==> config.mk <==
export PLATFORM = sky130hd
export DESIGN_NAME = svm_det_collect
export DESIGN_NICKNAME = d
export VERILOG_FILES = /design/src/rtl/svm_det_collect.sv
export SDC_FILE = /design/constraint.sdc
export NUM_CORES = 1
export LEC_CHECK = 0
export CAP_MARGIN = 20
export CORE_MARGIN = 2
export CORE_UTILIZATION = 45
export DETAILED_ROUTE_END_ITERATION = 10
export PLACE_DENSITY_LB_ADDON = 0.12
export SYNTH_ARGS = -nofsm -noshare
export SYNTH_HDL_FRONTEND = slang
export SYNTH_SLANG_ARGS = --single-unit
export TNS_END_PERCENT = 30
==> constraint.sdc <==
create_clock -name clk -period 7.5 [get_ports clk]
set_clock_uncertainty 0.15 [all_clocks]
set_input_delay 1.5 -clock clk [delete_from_list [all_inputs] [get_ports clk]]
set_output_delay 1.5 -clock clk [all_outputs]
set_load 0.02 [all_outputs]
==> src/rtl/svm_det_collect.sv <==
// Purpose : collect SVM detections (score > thresh) into a FWFT FIFO and keep per-frame count/max stats.
// Latency : a detection accepted at edge N is at the FIFO head in cycle N+1; frame stats land with frame_done one cycle after the last window.
// Backpr. : o_valid/o_ready handshake on the head; full with no pop drops the detection and sets sticky overflow.
//
// Ports:
//   clk, rst            clock, asynchronous active-low reset
//   i_valid/i_result/i_sw_id   one SVM score per pulse with its window index
//   thresh              signed detection threshold (quasi-static)
//   clear               synchronous flush of FIFO, running stats and overflow
//   o_valid/o_ready/o_result/o_sw_id   FIFO head, first-word fall-through
//   frame_done          one-cycle pulse after the last window of a frame
//   det_cnt, best_*     statistics of the last completed frame
//   overflow            sticky, a qualified detection was dropped
module svm_det_collect #(
    parameter int FEA_I = 4,
    parameter int FEA_F = 28,
    parameter int SW_W  = 11,
    parameter int SW_N  = 1520,
    parameter int DEPTH = 16,
    localparam int RES_W = FEA_I + FEA_F
) (
    input  logic                clk,
    input  logic                rst,
    input  logic                i_valid,
    input  logic [RES_W-1:0]    i_result,
    input  logic [SW_W-1:0]     i_sw_id,
    input  logic [RES_W-1:0]    thresh,
    input  logic                clear,
    input  logic                o_ready,
    output logic                o_valid,
    output logic [RES_W-1:0]    o_result,
    output logic [SW_W-1:0]     o_sw_id,
    output logic                frame_done,
    output logic [SW_W:0]       det_cnt,
    output logic                best_valid,
    output logic [RES_W-1:0]    best_result,
    output logic [SW_W-1:0]     best_sw_id,
    output logic                overflow
);

    localparam int AW = $clog2(DEPTH);
    localparam int ENT_W = RES_W + SW_W;
    localparam logic [SW_W-1:0] LAST_ID = SW_W'(SW_N - 1);

    // ------------------------------------------------------------------
    // Detection qualification
    // ------------------------------------------------------------------
    logic qual;
    logic frame_end;

    assign qual      = i_valid && ($signed(i_result) > $signed(thresh));
    assign frame_end = i_valid && (i_sw_id == LAST_ID);

    // ------------------------------------------------------------------
    // Detection FIFO: extra pointer MSB distinguishes full from empty
    // ------------------------------------------------------------------
    logic [ENT_W-1:0] mem [DEPTH];
    logic [AW:0]      wr_ptr;
    logic [AW:0]      rd_ptr;
    logic             fifo_empty;
    logic             fifo_full;
    logic             pop;
    logic             push;
    logic             drop;
    logic             head_ok;
    logic [ENT_W-1:0] head;

    assign fifo_empty = (wr_ptr == rd_ptr);
    assign fifo_full  = (wr_ptr[AW] != rd_ptr[AW]) &&
                        (wr_ptr[AW-1:0] == rd_ptr[AW-1:0]);

    // Pop only when something is there, so an empty FIFO never bypasses.
    assign pop  = !fifo_empty && o_ready && !clear;
    assign push = qual && !clear && (!fifo_full || pop);
    assign drop = qual && !clear && fifo_full && !pop;

    always_ff @(posedge clk) begin
        if (push) begin
            mem[wr_ptr[AW-1:0]] <= {i_result, i_sw_id};
        end
    end

    always_ff @(posedge clk or negedge rst) begin
        if (!rst) begin
            wr_ptr   <= '0;
            rd_ptr   <= '0;
            overflow <= 1'b0;
            head_ok  <= 1'b0;
        end else if (clear) begin
            wr_ptr   <= '0;
            rd_ptr   <= '0;
            overflow <= 1'b0;
        end else begin
            if (push) begin
                wr_ptr  <= wr_ptr + 1'b1;
                head_ok <= 1'b1;
            end
            if (pop) begin
                rd_ptr <= rd_ptr + 1'b1;
            end
            if (drop) begin
                overflow <= 1'b1;
            end
        end
    end

    // Storage is not reset; the head reads as zero until the first write lands.
    assign head     = head_ok ? mem[rd_ptr[AW-1:0]] : '0;
    assign o_valid  = !fifo_empty;
    assign o_result = head[ENT_W-1:SW_W];
    assign o_sw_id  = head[SW_W-1:0];

    // ------------------------------------------------------------------
    // Per-frame running statistics (include dropped detections)
    // ------------------------------------------------------------------
    logic [SW_W:0]      run_cnt;
    logic               run_any;
    logic [RES_W-1:0]   run_max;
    logic [SW_W-1:0]    run_max_id;
    logic [SW_W:0]      cnt_n;
    logic               any_n;
    logic [RES_W-1:0]   max_n;
    logic [SW_W-1:0]    max_id_n;
    logic               max_upd;

    // Strictly greater keeps the earliest window on ties.
    assign max_upd = qual && (!run_any || ($signed(i_result) > $signed(run_max)));

    always_comb begin
        cnt_n    = run_cnt;
        any_n    = run_any;
        max_n    = run_max;
        max_id_n = run_max_id;
        if (qual) begin
            any_n = 1'b1;
            if (run_cnt != '1) begin
                cnt_n = run_cnt + 1'b1;
            end
        end
        if (max_upd) begin
            max_n    = i_result;
            max_id_n = i_sw_id;
        end
    end

    always_ff @(posedge clk or negedge rst) begin
        if (!rst) begin
            run_cnt     <= '0;
            run_any     <= 1'b0;
            run_max     <= '0;
            run_max_id  <= '0;
            frame_done  <= 1'b0;
            det_cnt     <= '0;
            best_valid  <= 1'b0;
            best_result <= '0;
            best_sw_id  <= '0;
        end else if (clear) begin
            // Latched results of the last completed frame are kept.
            run_cnt    <= '0;
            run_any    <= 1'b0;
            run_max    <= '0;
            run_max_id <= '0;
            frame_done <= 1'b0;
        end else begin
            frame_done <= frame_end;
            if (frame_end) begin
                // Running max stays zero when nothing qualified, so the
                // latched best_* naturally read zero for an empty frame.
                det_cnt     <= cnt_n;
                best_valid  <= any_n;
                best_result <= max_n;
                best_sw_id  <= max_id_n;
                run_cnt     <= '0;
                run_any     <= 1'b0;
                run_max     <= '0;
                run_max_id  <= '0;
            end else begin
                run_cnt    <= cnt_n;
                run_any    <= any_n;
                run_max    <= max_n;
                run_max_id <= max_id_n;
            end
        end
    end

endmodule

==> out/summary.txt <==
Outcome -> finished, final reports clean
Netlist Area Pre-Place -> 0.0329 mm2
Max_cap viols -> 0
Fin crit period -> 5.76 ns
Clk sinks -> 813
Clock root buffer -> clkbuf_16
Die height -> 274 um
Dpl hpwl -> 45.7 mm
DRC viols -> 0
Slew Limit Fails -> 0
CTS tree -> yes
Worst setup SP type -> primary input
Worst Setup Path Type -> primary input to flop
Die width -> 274 um
# resized after CTS -> 0
Path depth of the worst reg2reg path -> 11
IO buf count -> 181
Worst Hold Class -> flop to flop
Max layer used -> met4
DR WL met2 -> 38.9 mm
Ys flop type -> edfxtp_1
Leak -> 0.0131 uW
Switching fraction of total power -> 0.228
CP required -> 7.58 ns
P_int -> 8120 uW
Met1 WL -> 33.9 mm
Crit Reg-Reg Endpoint -> best_result[3]$_DFFE_PN0P_
WHS Endpoint -> det_cnt[1]$_DFFE_PN0P_
Reg2reg start -> run_max[15]$_DFF_PN0_
Crit-path max FO -> 28
Ys async rst share -> 0.154
Critical path arrival -> 5.85 ns
Hold Path Stages -> 2
Netlist cell types -> 49
Hold bufs inserted after CTS -> 0
Setup_tns -> 0 ns
Area delta synth->final -> 18.6%
Total GRT Usage -> 0.213
CP endpoint kind -> flop
Max Root-Sink Buffers -> 3
Share of layout cells above drive strength 1 -> 0.215
Fillcell total -> 5,714
Pre-antenna DRT Iters -> 5
Synthesized area per cell -> 18.8 um2
Placer Congestion -> 0.828
PwrDens -> 270 mW/mm2
Via count -> 17,050
Final Hold Viols -> 0
Starting DRT DRC Count -> 1,383
Hold wc startpoint -> det_cnt[1]$_DFFE_PN0P_
Clk pwr share -> 0.389
Post CTS Setup Buffer Count -> 0
Clock slew at reported path FFs -> 0.06 ns
Core ar. -> 0.0727 mm2
Vias in the first global route -> 18,042
Clock Latency Late Sink -> 0.62 ns
H-tree depth -> 3
R2R Setup Slk -> 3.31 ns
Crit share post-route -> 0.769
TritonCTS Buffers -> 84
Reg power frac -> 0.477
Worst Setup SP -> i_result[1]
Vias per cell -> 5.63
Pwr Total -> 10,500 uW
Total net switching power -> 2400 uW
Register area share after synthesis -> 0.723
# nets final -> 2,152
I/O pins -> 182
Drt total wl -> 78.7 mm
Initial Utilization -> 0.452
Total nets after synthesis -> 1,897
Peak VDD IR -> 0.187 mV
Final core occ -> 0.537
Largest net degree at the start of global routing -> 103
WL/cell -> 26.0 um
Total grt overflow -> 0
RSZ-0062 raised after global routing -> false
Met3 WL -> 4.20 mm
Worst-Margin Slew -> 1.01 ns
F_max -> 173 MHz
FP Rows -> 99
Die area -> 0.0753 mm2
First-pass GRT wire length -> 116 mm
Yosys reg bits -> 813
Yosys synthesis warning count -> 0
Combinational share of power -> 0.135
Slew Limit Headroom -> 0.327
Post-synth EDFFs -> 688
Final setup viols -> 0
Post-DRT Antenna Nets -> 0
Post-Syn Instances -> 1,747
Initial antenna violation count -> 2
-- worst max-delay path: stages --
cell             delay, ns
clkdlybuf4s50_1       0.84
ha_1                  0.55
nor2b_1               0.15
o211ai_1              0.10
a2111o_1              0.38
a31oi_1               0.27
o221ai_2              0.23
nor2_1                0.38
nand2_1               0.52
nor4b_4               0.38
buf_4                 0.52
-- layer usage --
metal	vias to the layer above	track usage
li1	7428	-
met1	9050	0.292
met2	467	0.354
met3	105	0.0336
met4	0	0.0622
met5	-	0
-- worst max-delay path by stage --
stage / endpoint / slack (ns)
detailed placement: mem[9][24]$_DFFE_PP_ / 1.14
CTS: mem[9][17]$_DFFE_PP_ / 1.76
global route: mem[9][20]$_DFFE_PP_ / 1.43
finish: mem[9][17]$_DFFE_PP_ / 1.74
global placement: best_result[3]$_DFFE_PN0P_ / 1.28
floorplan: mem[0][0]$_DFFE_PP_ / -0.57
-- power by group through the flow --
stage / combinational, uW / sequential, uW / clock, uW
6_report: 1420 / 5010 / 4090
5_1_grt: 1520 / 5020 / 4350
4_1_cts: 1450 / 5020 / 4180
3_5_place_dp: 1440 / 5110 / 0
3_3_place_gp: 1440 / 5110 / 0
2_1_floorplan: 961 / 5070 / 0
-- metrics by stage --
step	cell area, um2	instances	worst slack (ns)	hold WS (ns)
CTS	39000	3026	1.76	0.343
finish	39000	3029	1.74	0.334
floorplan	32900	1747	-0.570	0.356
detailed placement	36300	2874	1.14	0.326
global placement	36300	2874	1.28	0.322
global route	39000	3028	1.43	0.377
-- state kept, by name, summed over array words and instances (netlist names) --
register	cells
best_result	32
best_sw_id	11
best_valid	1
det_cnt	12
frame_done	1
head_ok	1
mem	688
overflow	1
rd_ptr	5
run_any	1
run_cnt	12
run_max	32
run_max_id	11
wr_ptr	5
-- cell usage in the layout (no fill, tap or decap), types with 3 or more instances in the layout --
cell and count:
buf_12 7, edfxtp_1 688, inv_1 74, dfrtp_4 3, or2_2 4, nor2b_1 4, dfrtp_1 120, clkdlybuf4s50_1 180
a21oi_1 75, nor2_1 97, clkbuf_16 86, nand3_1 12, xnor2_1 13, xor2_1 7, nor2_4 7, nor4_2 7
clkbuf_8 6, nor3_1 8, nor4_1 8, mux4_2 215, nand4_1 14, and2_1 44, o211ai_1 10, mux2i_1 35
ha_1 70, bufinv_16 8, clkbuf_1 15, buf_4 66, o21ai_0 41, nand2_1 70, nand2b_1 3, clkinv_2 20
clkinv_1 14
-- synth_stat cells, types with 4 or more instances --
| master | n | area [um2] |
|---|---|---|
| edfxtp_1 | 688 | 20700 |
| mux4_2 | 215 | 4840 |
| dfrtp_1 | 125 | 3130 |
| nor2_1 | 104 | 390 |
| a21oi_1 | 75 | 375 |
| inv_1 | 75 | 282 |
| ha_1 | 70 | 876 |
| nand2_1 | 70 | 263 |
| clkbuf_1 | 58 | 218 |
| and2_1 | 44 | 275 |
| o21ai_0 | 41 | 205 |
| mux2i_1 | 35 | 350 |
| buf_1 | 15 | 56.3 |
| nor4_1 | 15 | 93.8 |
| nand4_1 | 14 | 87.6 |
| xnor2_1 | 13 | 114 |
| nand3_1 | 12 | 60.1 |
| o211ai_1 | 10 | 75.1 |
| nor3_1 | 8 | 40.0 |
| buf_2 | 7 | 35.0 |
| xor2_1 | 7 | 61.3 |
| nor2b_1 | 4 | 25.0 |
| or2_2 | 4 | 25.0 |
-- cell families (layout without fill, tap and decap cells) --
family	count (synthesis)	count (layout)	share of synthesized area
buf+inv	160	481	0.0203
fa+ha+maj	70	70	0.0266
xor+xnor	20	20	0.00533
simple gates	294	294	0.0430
compound gates	139	139	0.0234
other cells	0	2	0
flops	813	813	0.723
mux	251	251	0.158
-- cell type report --
type / count / area (um2) / share of cell area
clock buffers: 107 / 2290 / 0.0587
flip-flops and latches: 813 / 23800 / 0.610
well taps: 959 / 1200 / 0.0308
clock inverters: 45 / 419 / 0.0107
repair buffers: 254 / 2450 / 0.0628
inverters: 75 / 282 / 0.00721
multi-input cells: 774 / 8570 / 0.220
diodes: 2 / 5.00 / 0.000128
No activity file was read; power rests on OpenSTA's default activity.
==> RTL change 1: new RTL, config.mk and constraints unchanged <==
`FEA_I`: 4 -> 8.
--- a/src/rtl/svm_det_collect.sv
+++ b/src/rtl/svm_det_collect.sv
@@ -12,7 +12,7 @@
 //   det_cnt, best_*     statistics of the last completed frame
 //   overflow            sticky, a qualified detection was dropped
 module svm_det_collect #(
-    parameter int FEA_I = 4,
+    parameter int FEA_I = 8,
     parameter int FEA_F = 28,
     parameter int SW_W  = 11,
     parameter int SW_N  = 1520,
Interface: changed (resized best_result, i_result, o_result and thresh); port bits go from 182 to 198. No check against the original RTL was run, so the function may have changed too.
==> RTL change 1 against the unedited design <==
Area after synthesis increased by 9.3%; first-iteration DRC count increased by 23%; sequential cell count increased by 72; cell area increased by 9.3%; worst hold slack got worse by 9.4 ps; clock power increased by 9.8%; setup slack got worse by 430 ps; register-to-register slack got worse by 160 ps; routed wire length increased by 15%; global-route usage increased by 1.2 points; power increased by 8.9%; maximum frequency decreased by 6.9%; critical endpoint is now mem[13][11]$_DFFE_PP_.
==> RTL change 1: results (changes against the unedited design) <==
* Initial antenna violation count at 5 (was 2)
* Synth Net Count at 2073 (was 1897)
* Initial DRC count at 1696 (was 1383)
* Num CTS Buffers at 93 (was 84)
* Routed length per instance at 27.39 um (was 25.99 um)
* Arr. time, crit path at 6310 ps (was 5850 ps)
* Area contributors post-synth: edfxtp_1, mux4_2, dfrtp_1 (unchanged)
* Mux share of post-synthesis cell area at 15.99% (was 15.82%)
* Family with the most delay on the worst path: simple AND/OR/NAND/NOR gates (unchanged)
* Post-synth top cells: edfxtp_1, mux4_2, dfrtp_1 (unchanged)
* Compound-Gate Fraction of Synth Area at 2.370% (was 2.339%)
* Vias at 18851 (was 17050)
* Register area share after synthesis at 72.06% (was 72.31%)
* Share of cells above drive strength 1 at 21.94% (was 21.47%)
* FFs w/ async S/R, synth at 15.03% (was 15.38%)
* Synth unique cells at 62 (was 49)
* Leak at 14.58 nW (was 13.07 nW)
* Adder-Cell Fraction of Synth Area at 2.714% (was 2.663%)
* Largest register FFs at 752 (was 688)
* Met3 Use GR at 4.205% (was 3.363%)
* Post-synth EDFFs at 752 (was 688)
* Port bufs at 197 (was 181)
* Critical path peak fanout at 35 (was 28)
* Clk_lat worst skew at 640 ps (was 620 ps)
* Max VDD drop at 0.1913 mV (was 0.1871 mV)
* Status: finished, final reports clean (unchanged)
* Met2 usage at 36.94% (was 35.43%)
* Final nets at 2352 (was 2152)
* Max incr delay on CP at 860 ps (was 840 ps)
* Gp weighted congestion at 0.7926 (was 0.8278)
* Worst slew pin tran at 958.6 ps (was 1009 ps)
* Largest net degree at the start of global routing at 100 (was 103)
* Post-placement cell area at 39600 um2 (was 36280 um2)
* First-pass GRT wire length at 133500 um (was 115900 um)
* Worst path slowest cell: nor4_1 (was clkdlybuf4s50_1)
* First drt pass iteration count at 7 (was 5)
* DP HPWL at 56040 um (was 45700 um)
* Gr usage total at 22.48% (was 21.30%)
* Vias in the first global route at 19658 (was 18042)
* Global Route met1 Usage at 30.68% (was 29.24%)
## RTL change 1: cell count changes after synthesis, moves of 8 or more
cell,change
edfxtp_1,+64
mux4_2,+20
nand2_1,-20
o21ai_0,-19
a21oi_1,+17
nor2_1,+15
and3_1,+10
clkbuf_1,+9
inv_1,+9
nor4_1,-9
dfrtp_1,+8
ha_1,+8
nand3_1,+8
o211ai_1,-8
## RTL change 1: cell families after synthesis
logic type | count (synthesis)
muxes | 280
AOI/OAI and AO/OA | 148
buffers and inverters | 179
DFF | 885
adders and majority gates | 78
xor gates and xnor gates | 15
and+or+nand+nor | 322
## RTL change 1: final timing paths
| check | start | endpoint | slack [ps] | cells after the start |
|---|---|---|---|---|
| worst max-delay path | i_result[15] | mem[13][11]$_DFFE_PP_ | 1310 | 11 |
| max in group asynchronous | rst | rd_ptr[2]$_DFFE_PN0P_ | 5050 | 2 |
| worst min-delay path | best_sw_id[4]$_DFFE_PN0P_ | best_sw_id[4]$_DFFE_PN0P_ | 320 | 2 |
| worst max register to register | run_max[35]$_DFF_PN0_ | best_result[35]$_DFFE_PN0P_ | 3150 | 11 |
| min in group asynchronous | rst | best_result[28]$_DFFE_PN0P_ | 800 | 1 |
| worst min register to register | best_sw_id[4]$_DFFE_PN0P_ | best_sw_id[4]$_DFFE_PN0P_ | 320 | 2 |
## RTL change 1: area by class of cell
class	count	area [um2]	area share [%]
inverter	85	320.3	0.7513
multi-input combinational	843	9375	21.99
sequential	885	25920	60.81
timing repair buffer	278	2698	6.328
antenna	1	2.502	0.005870
tap	1050	1314	3.082
clock inverter	45	394.1	0.9245
clock buffer	129	2605	6.110
## RTL change 1: metrics by stage
stage          std cells  util [%]  hold WS (ps)  worst slack, ps
3_5_place_dp        3140     50.13         309.0            648.6
3_3_place_gp        3138     50.10         311.0            667.4
4_1_cts             3314     53.93         324.3             1334
6_report            3316     53.97         324.8             1305
5_1_grt             3315     53.96         345.1             1070
2_1_floorplan       1907         -         316.7            942.9
## RTL change 1: layer usage
metal,up-vias,part of all wire [%]
li1,8146,-
met1,9918,41
met2,672,49
met3,115,6.9
met4,0,2.6
met5,-,0
## RTL change 1: worst register-to-register path: cells and delay by family, from the launching register on
family	cells	cell delay [ps]
AO/OA/AOI/OAI	5	1580
adder cells (fa/ha/maj)	1	350
multiplexers	1	360
flip-flops	1	350
buffers and inverters	2	400
AND/OR/NAND/NOR	2	1040
## RTL change 1: power by group
part           internal, mW  switching (mW)
logic                 0.770           0.767
registers              5.39          0.0406
clock network          2.61            1.88
total                  8.77            2.69
==> RTL change 2: new RTL, same settings <==
Made on the original files. Make the reset (`rst`) synchronous in 2 clocked blocks. Comments in the files are not updated.
--- a/src/rtl/svm_det_collect.sv
+++ b/src/rtl/svm_det_collect.sv
@@ -80,7 +80,7 @@
         end
     end
 
-    always_ff @(posedge clk or negedge rst) begin
+    always_ff @(posedge clk) begin
         if (!rst) begin
             wr_ptr   <= '0;
             rd_ptr   <= '0;
@@ -143,7 +143,7 @@
         end
     end
 
-    always_ff @(posedge clk or negedge rst) begin
+    always_ff @(posedge clk) begin
         if (!rst) begin
             run_cnt     <= '0;
             run_any     <= 1'b0;
Function: differs if rst is asserted again (counterexample within 4 cycles, from zero or initial values and one cycle with rst low); with rst held inactive, the same outputs for 4 cycles.
==> RTL change 2 against the unedited design <==
Worst hold slack got worse by 4.5 ps; critical path depth unchanged; cell area shrank 1.0%; area after synthesis shrank 0.58%; sequential cell count up 4; setup slack gained 1.1 ps; routed wire length grew 2.6%; largest cell class unchanged; highest routed layer is now met5.
Power is not compared: it rests on default switching activity, and its combinational part moved more than twofold at a synthesized area within 25%.
==> RTL change 2: results (changes against the unedited design) <==
* R2R depth at 10 (was 11)
* Met2 usage at 34.66% (was 35.43%)
* Worst reg2reg setup slack at 4000 ps (was 3310 ps)
* WL met1 at 36240 um (was 33890 um)
* Final min period at 5763 ps (was 5764 ps)
* Antenna cells at 0 (was 2)
* Synth unique cells at 58 (was 49)
* Crit path capture: mem[9][20]$_DFFE_PP_ (was mem[9][17]$_DFFE_PP_)
* Reg-to-reg critical path endpoint: best_sw_id[0]$_SDFFE_PN0P_ (was best_result[3]$_DFFE_PN0P_)
* Multi-input combinational area share at 22.83% (was 21.97%)
* Synth Net Count at 1963 (was 1897)
* Routed length per instance at 26.44 um (was 25.99 um)
* Final cell count without fillers at 3056 (was 3029)
* Register area share after synthesis at 71.07% (was 72.31%)
* Vias in the first global route at 18438 (was 18042)
* Global Route met1 Usage at 32.43% (was 29.24%)
* Max incr delay on CP at 880 ps (was 840 ps)
* First-pass GRT wire length at 120900 um (was 115900 um)
* Sequential cell area share at 60.21% (was 61.00%)
* Nonclk buf count at 244 (was 254)
* Syn Area/Cell at 18.04 um2 (was 18.83 um2)
* Final nets at 2188 (was 2152)
* Gr usage total at 22.11% (was 21.30%)
* Worst flop-to-flop path startpoint: run_max[14]$_SDFF_PP0_ (was run_max[15]$_DFF_PN0_)
* Met2 wire length at 38000 um (was 38920 um)
* Gp weighted congestion at 0.8143 (was 0.8278)
* Status: finished, final reports clean (unchanged)
* Share of cells above drive strength 1 at 20.70% (was 21.47%)
* Critical path peak fanout at 21 (was 28)
* Number of non-clock inverters in the layout at 73 (was 75)
* Met3 Use GR at 3.763% (was 3.363%)
* Dpl cells at 2901 (was 2874)
* Largest net degree at the start of global routing at 102 (was 103)
* DP HPWL at 50880 um (was 45700 um)
* Clock buffers at 113 (was 107)
* Uppermost layer routed: met5 (was met4)
[RTL change 2: cell types whose count changed after synthesis, moves of 13 or more]
cell / change
a21oi_1: +19
a31oi_1: +36
clkbuf_1: +28
dfrtp_1: -125
dfxtp_1: +129
mux2i_1: -31
nand2_1: -46
nand3_1: +45
nor2_1: -57
nor4_1: -13
o21ai_0: +56
[RTL change 2: metrics by stage]
stage	util, %	hold slack (ps)
floorplan	-	301.5
global placement	50.08	309.8
detailed placement	50.08	311.9
CTS	53.81	329.3
global route	53.84	361.0
finish	53.84	329.6
[RTL change 2: cell families after synthesis]
logic type               share of synthesized area, %
flip-flops                                      71.07
AO/OA/AOI/OAI                                   4.755
AND/OR/NAND/NOR                                 4.051
multiplexers                                    14.93
buffers and inverters                           2.093
adder cells (fa/ha/maj)                         2.678
XOR/XNOR                                       0.4285
